### src/rtl/wb_gateway_arbiter.sv
// Two-master Wishbone arbiter in front of the single NoC gateway slave port.
// The loader has strict priority until boot_done; after that, masters alternate round-robin.

module wb_gateway_arbiter #(
  parameter int AW      = 32,
  parameter int DW      = 32,
  parameter int TIMEOUT = 255,
  parameter int TO_W    = 8
) (
  input  logic          clk,
  input  logic          rst_n,
  input  logic          boot_done,

  input  logic          m0_cyc,
  input  logic          m0_stb,
  input  logic          m0_we,
  input  logic [AW-1:0] m0_adr,
  input  logic [DW-1:0] m0_dat,
  output logic          m0_ack,
  output logic          m0_err,

  input  logic          m1_cyc,
  input  logic          m1_stb,
  input  logic          m1_we,
  input  logic [AW-1:0] m1_adr,
  input  logic [DW-1:0] m1_dat,
  output logic          m1_ack,
  output logic          m1_err,

  output logic          s_cyc,
  output logic          s_stb,
  output logic          s_we,
  output logic [AW-1:0] s_adr,
  output logic [DW-1:0] s_dat,
  input  logic          s_ack,

  output logic [1:0]    gnt,
  output logic          timeout
);

  typedef enum logic [1:0] {
    IDLE = 2'd0,
    BUS0 = 2'd1,
    BUS1 = 2'd2
  } state_t;

  localparam logic [TO_W-1:0] TO_LAST = TO_W'(TIMEOUT - 1);
  localparam logic [TO_W-1:0] TO_MAX  = '1;

  state_t          state_q;
  logic            last_q;
  logic [TO_W-1:0] to_cnt_q;
  logic [1:0]      err_q;
  logic            timeout_q;

  logic            busy;
  logic            sel_cyc;
  logic            sel_stb;
  logic            sel_we;
  logic [AW-1:0]   sel_adr;
  logic [DW-1:0]   sel_dat;
  logic            stall;

  // NOTE: every signal written in always_comb gets a default first, so no path can infer a latch.
  always_comb begin
    busy    = 1'b0;
    sel_cyc = 1'b0;
    sel_stb = 1'b0;
    sel_we  = 1'b0;
    sel_adr = '0;
    sel_dat = '0;
    case (state_q)
      BUS0: begin
        busy    = 1'b1;
        sel_cyc = m0_cyc;
        sel_stb = m0_stb;
        sel_we  = m0_we;
        sel_adr = m0_adr;
        sel_dat = m0_dat;
      end
      BUS1: begin
        busy    = 1'b1;
        sel_cyc = m1_cyc;
        sel_stb = m1_stb;
        sel_we  = m1_we;
        sel_adr = m1_adr;
        sel_dat = m1_dat;
      end
      default: ;
    endcase
  end

  assign s_cyc   = sel_cyc;
  assign s_stb   = sel_stb;
  assign s_we    = sel_we;
  assign s_adr   = sel_adr;
  assign s_dat   = sel_dat;

  // An ack seen in IDLE is dropped here because neither grant qualifies it.
  assign m0_ack  = (state_q == BUS0) && s_ack;
  assign m1_ack  = (state_q == BUS1) && s_ack;
  assign m0_err  = err_q[0];
  assign m1_err  = err_q[1];
  assign timeout = timeout_q;
  assign gnt     = {state_q == BUS1, state_q == BUS0};

  assign stall   = busy && sel_cyc && sel_stb && !s_ack;

  // NOTE: sequential state uses non-blocking assignments so all registers update from pre-edge values.
  always_ff @(posedge clk or negedge rst_n) begin
    if (!rst_n) begin
      state_q   <= IDLE;
      last_q    <= 1'b1;
      to_cnt_q  <= '0;
      err_q     <= '0;
      timeout_q <= 1'b0;
    end else begin
      err_q     <= '0;
      timeout_q <= 1'b0;
      case (state_q)
        IDLE: begin
          to_cnt_q <= '0;
          if (!boot_done) begin
            if (m0_cyc) state_q <= BUS0;
          end else if (m0_cyc && m1_cyc) begin
            state_q <= last_q ? BUS0 : BUS1;
          end else if (m0_cyc) begin
            state_q <= BUS0;
          end else if (m1_cyc) begin
            state_q <= BUS1;
          end
        end
        BUS0, BUS1: begin
          if (!sel_cyc) begin
            state_q  <= IDLE;
            last_q   <= (state_q == BUS1);
            to_cnt_q <= '0;
          end else if (stall && (to_cnt_q == TO_LAST)) begin
            // Abort: the error pulse and the bus release land in the same cycle.
            state_q   <= IDLE;
            last_q    <= (state_q == BUS1);
            to_cnt_q  <= '0;
            err_q     <= {state_q == BUS1, state_q == BUS0};
            timeout_q <= 1'b1;
          end else if (stall) begin
            if (to_cnt_q != TO_MAX) to_cnt_q <= to_cnt_q + 1'b1;
          end else begin
            to_cnt_q <= '0;
          end
        end
        default: begin
          state_q  <= IDLE;
          to_cnt_q <= '0;
        end
      endcase
    end
  end

endmodule

### config.mk
export PLATFORM = sky130hd
export DESIGN_NAME = wb_gateway_arbiter
export DESIGN_NICKNAME = d
export VERILOG_FILES = /design/src/rtl/wb_gateway_arbiter.sv
export SDC_FILE = /design/constraint.sdc
export NUM_CORES = 1
export LEC_CHECK = 0
export CELL_PAD_IN_SITES_DETAIL_PLACEMENT = 1
export CELL_PAD_IN_SITES_GLOBAL_PLACEMENT = 2
export CORE_MARGIN = 8
export CORE_UTILIZATION = 12
export DETAILED_ROUTE_END_ITERATION = 8
export GPL_ROUTABILITY_DRIVEN = 0
export PLACE_DENSITY_LB_ADDON = 0.2
export SYNTH_ARGS = -nofsm -noshare
export SYNTH_HDL_FRONTEND = slang
export SYNTH_SLANG_ARGS = --single-unit
### constraint.sdc
create_clock -name clk -period 2.3 [get_ports clk]
set_input_delay 0.345 -clock clk [delete_from_list [all_inputs] [get_ports clk]]
set_output_delay 0.345 -clock clk [all_outputs]
set_load 0.05 [all_outputs]
==> results of run 1 <==
repair_timing:
action / CTS / global route
gates cloned: 0 / 0
pin swaps: 0 / 0
resized for setup: 1 / 4
setup endpoints to repair: 3 / 44
path summary, 6_finish.rpt:
path                                 start          end  slack (ns)
max in group asynchronous            rst_n   state_q[1]        1.37
worst min-delay path                 rst_n  to_cnt_q[6]        0.51
worst min register to register      last_q       last_q        0.56
min in group clk                    last_q       last_q        0.56
worst max-delay path            state_q[0]     s_dat[2]        0.11
worst max register to register  state_q[0]  to_cnt_q[3]        0.40
logic make-up (layout without fill, tap and decap cells):
family,after synthesis,in the layout,synth area share (%)
flops,14,14,19.2
xor+xnor,2,2,0.955
mux,1,1,0.546
compound gates,86,86,35.4
simple gates,101,101,33.6
fa+ha+maj,5,5,3.41
buf+inv,31,231,6.89
per-stage QoR:
stage / cells / hold slack [ns] / util, %
after floorplan: 240 / 0.0494 / -
after global placement: 624 / 0.528 / 35.1
after detailed placement: 624 / 0.552 / 35.1
after CTS: 628 / 0.536 / 35.7
after global routing: 628 / 0.555 / 35.9
final: 628 / 0.508 / 35.9
power groups by stage:
stage | registers [mW] | clock network (mW) | logic, mW
floorplan | 0.285 | 0 | 3.49
global placement | 0.289 | 0 | 6.09
detailed placement | 0.291 | 0 | 6.12
CTS | 0.287 | 0.377 | 6.16
global route | 0.296 | 0.390 | 6.39
finish | 0.293 | 0.368 | 6.10
Yosys cell counts (4+ instances only):
master	count	area share, %
nor2_1	9	1.8
nand3_1	4	1.1
a22oi_1	65	27
inv_1	7	1.4
nand2_1	6	1.2
clkbuf_1	17	3.5
nor2b_1	66	23
ha_1	5	3.4
dfrtp_1	13	18
flip-flops by register name, summed over array words and instances (netlist names):
name and flops:
err_q 2, last_q 1, state_q 2, timeout 1, to_cnt_q 8
cell type report:
| type | instances | area (um2) | area share (%) |
|---|---|---|---|
| timing repair buffer | 220 | 2940 | 54.2 |
| inverter | 7 | 26.3 | 0.485 |
| multi-input combinational | 195 | 1780 | 32.9 |
| clock buffer | 4 | 88.8 | 1.64 |
| tap | 188 | 235 | 4.34 |
| sequential | 14 | 352 | 6.49 |
routing by layer:
metal,vias up,track usage (%),share of wire [%]
li1,1285,-,-
met1,1256,12.0,34
met2,122,22.3,50
met3,14,8.58,15
met4,8,1.83,0.80
met5,-,0,0.35
critical path, stage by stage (launching register included):
cell and delay [ns]:
dfrtp_1 0.41, inv_1 0.19, ha_4 0.23, buf_12 0.24
a22oi_1 0.12, nor2b_2 0.22, buf_12 0.17
==> metrics.md, run 1 <==
| Metric | Value |
|---|---|
| Total negative slack | 0 ns |
| Status | finished, final reports clean |
| Clk network pwr share | 5.4% |
| Critical path class | flip-flop to output port |
| Post-CTS Setup Bufs | 0 |
| Die Wd | roughly 140 um |
| Hold buffers post-CTS | 0 |
| FFs w/ async S/R, synth | 100% |
| Worst Path Required | 1.96 ns |
| Initial antenna violation count | 4 |
| Final Slew Violations | 0 |
| DP Area | 5290 um2 |
| Fin Clk Skew | between 0.002 and 0.003 ns |
| Final HPWL DP | approximately 11000 um |
| Detailed Route WL | 12700 um |
| Worst-Skew Late Latency | about 0.24 ns |
| Reg clk slew, reported paths | approximately 0.050 ns |
| Final setup viols | 0 |
| DRC | 0 |
| Leak pwr | ~2.0 nW |
| Total power | 6.76 mW |
| Switching Share | between 40% and 50% |
| CTS buffer count | 3 |
| Post-layout instance area | roughly 5400 um2 |
| Vias | 2685 |
| PwrDens | roughly 1200 nW/um2 |
| Arr. time, crit path | 1.85 ns |
| Final Cycle Share | 95.4% |
| Yosys reg bits | 14 |
| Sw Pwr | 3.21 mW |
| Startpoint types | flip-flop |
| Vias in the first global route | 3099 |
| Final WS setup | 0.107 ns |
| Syn Inst Count | 240 |
| Initial core utilization | 12.2% |
| Die Y | 140 um |
| Core Area | 15100 um2 |
| Main flop type after synthesis | dfrtp_1 |
| First-pass GRT wire length | 19000 um |
| Number of port buffers | 211 |
| GRT Util Overall | 12.5% |
| Final Critical Period | 2.19 ns |
| Synth cell types | 38 |
| R2r worst-path depth | 5 |
| Post-synth EDFFs | 0 |
| Net count, final | 584 |
| Worst IR Drop VDD | 0.522 mV |
| CTS tree | built |
| First drt pass iteration count | 4 |
| Fill count | 1683 |
| Reg power frac | 4.3% |
| Global route total overflow | 0 |
| Gate power share | 90.2% |
| MaxCap Viol Count | 0 |
| Layout cells sized above 1 | 36.1% |
| Top Ports | ~210 |
| Syn Area/Cell | ~7.6 um2 |
| Vias per inst | roughly 4.3 |
| Measured slew at the worst slew-check pin | 0.659 ns |
| Largest net degree at the start of global routing | 49 |
| CTS Sinks | 14 |
| CP Max Fanout | 48 |
| Commonest non-fill, non-tap cell in the layout | clkdlybuf4s50_1 |
| Post-Syn Nets | approximately 380 |
| Root Driver | clkbuf_16 |
| Final hold viol count | 0 |
| Unrepaired setup endpoints after global routing | false |
| Htree depth | 1 |
| P&R area growth vs syn | 195% |
| Fmax | 456 MHz |
| Post-DRT Antenna Nets | 0 |
| Nature of the critical path endpoint | output port |
| Setup WS pre-CTS | ~0.26 ns |
| Rows | 45 |
| Die ar. | 19500 um2 |
| Most frequent cells in the layout | clkdlybuf4s50_1 (140), buf_12 (74), a22oi_1 (65) |
| Synth Warn # | 0 |
| Post-Synthesis Cell Area | 1830 um2 |
| N_diodes | 0 |
| WL per Instance | 20.2 um |
| Pint | 3.55 mW |
| HP Class | primary input to asynchronous set/reset pin |
| DR iter-0 viols | 84 |
| Register area share after synthesis | between 10% and 20% |
| Slew HR | 55.9% |
| Deepest clock path buffer count | 2 |
Note: power is estimated with default switching activity, not from simulation.
==> run 2, diff against run 1 <==
- SKIP_CTS_REPAIR_TIMING: not set -> 1
==> metrics.md, run 2 (synthesis results as in run 1) <==
| Metric | Value |
|---|---|
| Status | finished, final reports clean |
| CP Max Fanout | 48 |
| Placed cell count | 624 |
| PwrDens | 1250 nW/um2 |
| Biggest register | to_cnt_q |
| Commonest non-fill, non-tap cell in the layout | clkdlybuf4s50_1 |
| Global route total overflow | 0 |
| Startpoint types | flip-flop |
| Largest register FFs | 8 |
| Root Driver | clkbuf_16 |
| Final Critical Period | 2.19 ns |
| Vias | 2694 |
| Die Y | around 140 um |
| Measured slew at the worst slew-check pin | 0.659 ns |
| Busiest grt layer | met2 |
| Global Route met3 Usage | 8.58% |
| Largest net degree at the start of global routing | 49 |
| DRC | 0 |
| Leak pwr | 1.96 nW |
| Detailed Route WL | 12700 um |
| DR iter-0 viols | 79 |
| MaxCap Viol Count | 0 |
| CTS buffer count | 3 |
| Initial core utilization | 12.2% |
| Final Core Density | 35.9% |
| Critical path class | flip-flop to output port |
| N_diodes | 0 |
| Fmax | 456 MHz |
| Net count, final | approximately 580 |
| Die ar. | 19500 um2 |
| Unrepaired setup endpoints after global routing | false |
| Final setup viols | 0 |
| Top Ports | 212 |
| GRT Util Overall | 12.5% |
| Worst IR Drop VDD | 0.523 mV |
| Arr. time, crit path | 1.85 ns |
| First drt pass iteration count | 4 |
| Post-DRT Antenna Nets | 0 |
| Vias per inst | 4.29 |
| Grt met2 use | 22.2% |
| WL per Instance | just over 20 um |
| P&R area growth vs syn | 195% |
| Deepest clock path buffer count | 2 |
| Worst Path Required | 1.96 ns |
| Nature of the critical path endpoint | output port |
| CTS tree | built |
| Final Cycle Share | 95.3% |
| HP Class | primary input to asynchronous set/reset pin |
| Largest registers | to_cnt_q: 8 flops, err_q: 2 flops, state_q: 2 flops |
| Worst-Skew Late Latency | 0.24 ns |
| Final hold viol count | 0 |
| Die Wd | 140 um |
| R2R setup slack | a little over 0.4 ns |
| Core Area | 15100 um2 |
| Layout cells sized above 1 | 36.1% |
| Layout Cells excl Fill | ~630 |
| Rows | 45 |
| Reg clk slew, reported paths | 0.05 ns |
| Fin Clk Skew | between 0.002 and 0.003 ns |
| First-pass GRT wire length | 19000 um |
| Number of port buffers | 211 |
| CTS Sinks | 14 |
| Initial antenna violation count | 4 |
| Final Slew Violations | 0 |
| Global routing usage on met1 | 12.0% |
| Htree depth | 1 |
| Most frequent cells in the layout | clkdlybuf4s50_1 (140), buf_12 (74), a22oi_1 (65) |
| Final HPWL DP | 11100 um |
| Vias in the first global route | 3090 |
| Slew HR | between 50% and 60% |
## run 2: cell counts in the layout (fill, tap and decap cells not counted)
No cell type changed its count.
## run 2: path summary, 6_finish.rpt
kind	startpoint	end	depth (start not counted)
setup / recovery	state_q[0]	s_dat[2]	6
max in group asynchronous	rst_n	state_q[1]	1
setup reg to reg	state_q[0]	to_cnt_q[3]	5
min in group clk	last_q	last_q	2
hold reg to reg	last_q	last_q	2
hold / removal	rst_n	to_cnt_q[6]	1
## run 2: power breakdown
part           leakage [nW]  switching, mW  internal [mW]
Combinational          1.72           3.09           3.01
Sequential            0.190         0.0226          0.271
Clock                0.0442          0.104          0.264
## run 2: per-stage QoR
step                setup slack [ns]  power [mW]  area, um2  hold slack [ns]  setup TNS [ns]
floorplan                     0.0166        3.77       2230           0.0494               0
detailed placement             0.257        6.41       5290            0.552               0
CTS                          -0.0114        6.80       5380            0.536         -0.0189
global placement               0.305        6.38       5290            0.528               0
global route                  0.0259        7.07       5420            0.555               0
finish                         0.107        6.76       5420            0.509               0
## run 2: area by class of cell
type | count | area, um2
fill | 1683 | 9670
clock buffer | 4 | 88.8
tap | 188 | 235
multi-input combinational | 195 | 1780
sequential | 14 | 352
inverter | 7 | 26.3
timing repair buffer | 220 | 2940
## run 2: routing by layer
layer  routed length, um  vias to the layer above  part of all wire [%]
li1                    -                     1283                     -
met5                  48                        -                  0.38
met1                4310                     1267                    34
met3                1850                       14                    15
met4                 102                        8                  0.80
met2                6410                      122                    50
## run 2: worst max-delay path, stage by stage, from the launching register on
cell and delay, ns:
dfrtp_1 0.41, inv_1 0.19, ha_4 0.22, buf_12 0.24, a22oi_1 0.12, nor2b_2 0.22, buf_12 0.17
